--- config.mk ---
export PLATFORM = sky130hd
export DESIGN_NAME = ht_res_buffer
export DESIGN_NICKNAME = d
export VERILOG_FILES = /design/src/rtl/ht_res_buffer.sv
export SDC_FILE = /design/constraint.sdc
export NUM_CORES = 1
export LEC_CHECK = 0
export BUFFER_PORTS_ARGS = -buffer_cell sky130_fd_sc_hd__buf_2
export CORE_MARGIN = 1.5
export CORE_UTILIZATION = 64
export CTS_BUF_LIST = sky130_fd_sc_hd__clkbuf_4
export CTS_CLUSTER_DIAMETER = 120
export DETAILED_ROUTE_END_ITERATION = 12
export HOLD_SLACK_MARGIN = 0.12
export PLACE_DENSITY = 0.94
export SKIP_LAST_GASP = 1
export SLEW_MARGIN = 20
export SYNTH_ARGS = -nofsm -noshare
export SYNTH_HDL_FRONTEND = slang
export SYNTH_SLANG_ARGS = --single-unit
--- constraint.sdc ---
create_clock -name clk_i -period 13.7 [get_ports clk_i]
set_clock_uncertainty 0.05 [all_clocks]
set_input_delay 0.685 -clock clk_i [delete_from_list [all_inputs] [get_ports clk_i]]
set_output_delay 0.685 -clock clk_i [all_outputs]
set_load 0.03 [all_outputs]
--- src/rtl/ht_res_buffer.sv ---
// ht_res_buffer: first-word-fall-through result buffer behind the engine result mux.
// Results enter over a valid/ready handshake. They leave from registered head-of-queue outputs.
// Optional per-opcode ok/fail statistics are built only when HT_RES_BUF_STAT_EN is defined.
// Without that macro the counter outputs are tied to zero and stat_clear_i is ignored.
module ht_res_buffer #(
    parameter int unsigned RES_W     = 64,
    parameter int unsigned DEPTH     = 8,
    parameter int unsigned CNT_W     = 32,
    parameter logic [7:0]  FAIL_MASK = 8'hF0
) (
    input  logic                     clk_i,
    input  logic                     rst_i,
    input  logic [RES_W-1:0]         res_data_i,
    input  logic [1:0]               res_cmd_i,
    input  logic [2:0]               res_rescode_i,
    input  logic                     res_valid_i,
    output logic                     res_ready_o,
    output logic [RES_W-1:0]         res_data_o,
    output logic [1:0]               res_cmd_o,
    output logic [2:0]               res_rescode_o,
    output logic                     res_valid_o,
    input  logic                     res_ready_i,
    output logic [$clog2(DEPTH):0]   used_words_o,
    input  logic                     stat_clear_i,
    output logic [4*CNT_W-1:0]       stat_ok_cnt_o,
    output logic [4*CNT_W-1:0]       stat_fail_cnt_o
);

    localparam int unsigned PTR_W = $clog2(DEPTH);
    localparam int unsigned OCC_W = PTR_W + 1;

    logic [RES_W-1:0] r_mem_data [DEPTH];
    logic [1:0]       r_mem_cmd  [DEPTH];
    logic [2:0]       r_mem_rc   [DEPTH];

    logic [PTR_W-1:0] r_wr_ptr;
    logic [PTR_W-1:0] r_rd_ptr;
    logic [PTR_W-1:0] w_rd_next;
    logic [OCC_W-1:0] r_count;
    logic [OCC_W-1:0] w_count_next;
    logic             w_accept;
    logic             w_pop;
    logic             w_bypass;

    assign res_ready_o  = (r_count != OCC_W'(DEPTH));
    assign used_words_o = r_count;
    assign w_accept     = res_valid_i & res_ready_o;
    assign w_pop        = res_valid_o & res_ready_i;
    assign w_rd_next    = r_rd_ptr + PTR_W'(w_pop);
    assign w_count_next = r_count + OCC_W'(w_accept) - OCC_W'(w_pop);
    // The incoming entry becomes head when the queue is empty after this cycle's pop.
    assign w_bypass     = w_accept & (r_wr_ptr == w_rd_next);

    // Storage write; contents are intentionally not reset.
    always_ff @(posedge clk_i) begin
        if (w_accept) begin
            r_mem_data[r_wr_ptr] <= res_data_i;
            r_mem_cmd[r_wr_ptr]  <= res_cmd_i;
            r_mem_rc[r_wr_ptr]   <= res_rescode_i;
        end
    end

    // Pointers and occupancy.
    always_ff @(posedge clk_i or negedge rst_i) begin
        if (!rst_i) begin
            r_wr_ptr <= '0;
            r_rd_ptr <= '0;
            r_count  <= '0;
        end else begin
            if (w_accept) begin
                r_wr_ptr <= r_wr_ptr + PTR_W'(1);
            end
            r_rd_ptr <= w_rd_next;
            r_count  <= w_count_next;
        end
    end

    // Registered head: bypass from input when the queue is empty, otherwise read the next entry.
    always_ff @(posedge clk_i or negedge rst_i) begin
        if (!rst_i) begin
            res_valid_o   <= 1'b0;
            res_data_o    <= '0;
            res_cmd_o     <= '0;
            res_rescode_o <= '0;
        end else begin
            res_valid_o <= (w_count_next != '0);
            if (w_bypass) begin
                res_data_o    <= res_data_i;
                res_cmd_o     <= res_cmd_i;
                res_rescode_o <= res_rescode_i;
            end else if (w_count_next != '0) begin
                res_data_o    <= r_mem_data[w_rd_next];
                res_cmd_o     <= r_mem_cmd[w_rd_next];
                res_rescode_o <= r_mem_rc[w_rd_next];
            end
        end
    end

`ifdef HT_RES_BUF_STAT_EN
    logic [CNT_W-1:0] r_ok_cnt   [4];
    logic [CNT_W-1:0] r_fail_cnt [4];
    logic [3:0]       w_ok_hit;
    logic [3:0]       w_fail_hit;
    logic             w_is_fail;

    assign w_is_fail = FAIL_MASK[res_rescode_i];

    // Decode which counter, if any, this cycle's accept targets.
    always_comb begin
        w_ok_hit   = '0;
        w_fail_hit = '0;
        for (int i = 0; i < 4; i++) begin
            w_ok_hit[i]   = w_accept & ~w_is_fail & (res_cmd_i == 2'(i));
            w_fail_hit[i] = w_accept &  w_is_fail & (res_cmd_i == 2'(i));
        end
    end

    // Saturating counters; a clear coinciding with an accept leaves that counter at 1.
    always_ff @(posedge clk_i or negedge rst_i) begin
        if (!rst_i) begin
            for (int i = 0; i < 4; i++) begin
                r_ok_cnt[i]   <= '0;
                r_fail_cnt[i] <= '0;
            end
        end else begin
            for (int i = 0; i < 4; i++) begin
                if (stat_clear_i) begin
                    r_ok_cnt[i]   <= CNT_W'(w_ok_hit[i]);
                    r_fail_cnt[i] <= CNT_W'(w_fail_hit[i]);
                end else begin
                    if (w_ok_hit[i] && (r_ok_cnt[i] != '1)) begin
                        r_ok_cnt[i] <= r_ok_cnt[i] + CNT_W'(1);
                    end
                    if (w_fail_hit[i] && (r_fail_cnt[i] != '1)) begin
                        r_fail_cnt[i] <= r_fail_cnt[i] + CNT_W'(1);
                    end
                end
            end
        end
    end

    for (genvar g = 0; g < 4; g++) begin : g_stat_pack
        assign stat_ok_cnt_o[g*CNT_W +: CNT_W]   = r_ok_cnt[g];
        assign stat_fail_cnt_o[g*CNT_W +: CNT_W] = r_fail_cnt[g];
    end
`else
    logic w_unused_stat;

    assign stat_ok_cnt_o   = '0;
    assign stat_fail_cnt_o = '0;
    assign w_unused_stat   = stat_clear_i ^ (|FAIL_MASK);
`endif

endmodule

==> impl_metrics.toml <==
[power]
power.total_w = 0.007086
irDropWorstVdd_mv = 0.5830
p_leak_nw = 10.52
power_density_nw_per_um2 = 240.0

[yosys]
synth_edf_count = 552
synth_area_per_cell_sq_um = 19.53
ys_types = 34
ys_async_sr_fraction_pct = 12.66
synth_most_common_cell = "edfxtp_1"
netlist_area_sq_um = 26420
yosysTopAreaCellShare_pct = 62.74
netlist_instances = 1353
synthTopCellsByArea = "edfxtp_1 (63%), mux4_2 (12%), dfrtp_1 (7.6%)"
synth_seq_cells = 632
synth_top_area_cell = "edfxtp_1"
yosysSeqAreaShare_pct = 70.31
synth_ff_type = "edfxtp_1"
synth_warnings = 0
synthTopCellsByCount = "edfxtp_1 (552), buf_4 (257), mux4_2 (138)"

[place]
gp_congestion = 0.7595
port_buffers = 147
dp_hpwl_mm = 27.78
dpl-instance-area_sq_um = 26770

[floorplanning]
die_w_microns = 206.2
ios = 405
start_util_pct = 64.86
chipHeight_microns = 206.2
placementRows = 74
die_area_sq_um = 42510
core-area_sq_um = 40740

[clock_network]
cts_repair_resize_count = 0
root_buffer = "clkbuf_4"
cts_tree = "built"
cts_setup_buffers = 0
holdBufCountCts = 71
cts_buffer_depth = 3
cts_sinks = 632
cts_buffers = 155
clk_latency_ns = 0.84
htree_levels = 4
clk_pin_slew_ns = 0.07

[cells_and_area]
final_area_sq_um = 29520
nets = 1760
fin_util_pct = 72.45
nFillCells = 2290
syn_to_final_growth_pct = 11.72
drive_above_1_share_pct = 35.28

[timing]
rsz0062_at_grt = "no"
drv_slew = 0
worst_hold_slack_ns = 0.3853
final-setup-viol-count = 0
final.setup.tns_ns = 0
min_period_ns = 4.360
final_hold_viol_count = 0
tightestPinTransition_ns = 1.160
post-route-period-util_pct = 31.82
maxSlewHeadroom_pct = 22.69
max_freq_mhz = 229.4

[outcome]
status = "completed"

[setup_path]
cp.required_ns = 14.35
critPathMaxStageDelay_ns = 0.84
crit_path_max_fanout = 70
crit_slowest_cell = "buf_4"
arrival_ns = 5.01
crit_path_start_kind = "register"
path_cells = "inv_1 -> ha_1 -> or3b_1 -> nand2_4 -> ha_1 -> inv_1 -> ha_1 -> fa_1 -> xor2_1 -> nor4b_1 -> mux2_4 -> buf_4 -> nand3b_1 -> o221a_1"
path_class = "reg2reg"
cp-end-kind = "register"
crit_top_cell = "ha_1"

[job]
drv_cap = 0

[routing]
routedWlPerCell_microns = 23.84
vias_per_cell = 5.867
drt_iter0_drc = 1124
ant_nets = 0
wirelength_mm = 55.56
vias = 13675
remaining_drc_errors = 0
drtPass1Iterations = 5

[global_routing]
first_global_vias = 14237
grt_util_all_layers_pct = 26.74
grt_max_degree = 95
grt_overflow_total = 0
grt_pass1_wl_mm = 82.32
antenna_found_initial = 3

[worst_hold_path]
hp-class = "in2async"
-- layout make-up --
cell class              count  area, sq um  area share [%]
clock inverters            53        350.3           1.187
inverters                   5        18.77         0.06358
multi-input cells         642         6593           22.33
repair buffers            241         1625           5.506
diodes                      2        5.005         0.01696
clock buffers             224         1682           5.697
well taps                 532        665.6           2.255
flip-flops and latches    632        18580           62.94
-- stage by stage --
stage               std cells  worst slack [ns]
floorplan                1608             5.252
global placement         1981             9.291
detailed placement       1981             9.174
CTS                      2329             9.479
global route             2331             9.268
finish                   2331             9.340
-- layer usage --
layer | vias up | track usage [%] | routed length [microns]
met4 | 2 | 9.524 | 951
met5 | - | 0 | 12
met1 | 7070 | 35.26 | 20790
met2 | 858 | 44.07 | 29040
li1 | 5657 | - | -
met3 | 88 | 6.402 | 4760
-- flip-flops by register name (all words and copies together) (netlist names) --
name / flops
r_mem_cmd: 16
r_mem_data: 512
r_mem_rc: 24
r_rd_ptr: 3
r_wr_ptr: 3
res_cmd_o: 2
res_data_o: 64
res_rescode_o: 3
res_valid_o: 1
used_words_o: 4
-- worst max-delay path: cells and delay by family (launching register included) --
family / cells / cell delay [ns]
fa+ha+maj: 4 / 0.98
buf+inv: 3 / 0.99
compound gates: 1 / 0.19
flops: 1 / 0.39
mux: 1 / 0.21
xor+xnor: 1 / 0.21
simple gates: 4 / 1.18
-- placed cells by master, fill, tap and decap left out, types with 2 or more instances in the layout --
| cell type | Yosys | final |
|---|---|---|
| bufinv_16 | 0 | 5 |
| nor2_4 | 0 | 3 |
| xnor2_1 | 3 | 3 |
| nand3_1 | 2 | 2 |
| clkbuf_4 | 0 | 224 |
| buf_2 | 31 | 146 |
| dfrtp_1 | 80 | 80 |
| buf_4 | 257 | 23 |
| o221a_1 | 69 | 69 |
| mux2_2 | 70 | 69 |
| clkinv_1 | 0 | 36 |
| nand2b_1 | 2 | 2 |
| nand3b_1 | 69 | 69 |
| conb_1 | 1 | 256 |
| ha_4 | 0 | 2 |
| mux4_2 | 138 | 138 |
| inv_2 | 1 | 4 |
| edfxtp_1 | 552 | 552 |
| diode_2 | 0 | 2 |
| nor3_2 | 0 | 4 |
| clkinv_2 | 0 | 6 |
| dlygate4sd3_1 | 0 | 71 |
| clkinvlp_4 | 0 | 2 |
| xor2_1 | 5 | 4 |
| inv_1 | 4 | 4 |
| ha_1 | 8 | 6 |
-- report_power, final --
part / internal [W] / switching [W] / leakage (nW) / total (W)
combinational: 0.00127 / 0.00158 / 3.40 / 0.00285
sequential: 0.00251 / 0.000144 / 5.93 / 0.00265
clock: 0.000848 / 0.000738 / 1.20 / 0.00159
-- final timing paths --
path	slack (ns)	from	to	cells after the start
worst max-delay path	9.34	used_words_o[2]	res_data_o[59]	14
worst min-delay path	0.39	rst_i	res_data_o[27]	2
worst max register to register	9.34	used_words_o[2]	res_data_o[59]	14
worst min register to register	0.58	res_data_o[38]	res_data_o[38]	2
max in group asynchronous	12.00	rst_i	res_data_o[7]	3
min in group clk_i	0.58	res_data_o[38]	res_data_o[38]	2
-- kinds of logic (layout without fill, tap and decap cells) --
family | Yosys count | after routing | share of synthesized area (%)
flops | 632 | 632 | 70.31
buf+inv | 334 | 523 | 8.742
mux | 209 | 209 | 14.79
simple gates | 89 | 89 | 2.434
compound gates | 71 | 71 | 2.988
fa+ha+maj | 9 | 9 | 0.4546
xor+xnor | 8 | 8 | 0.2652
other cells | 1 | 258 | 0.01419
Note: power is estimated with default switching activity, not from simulation.
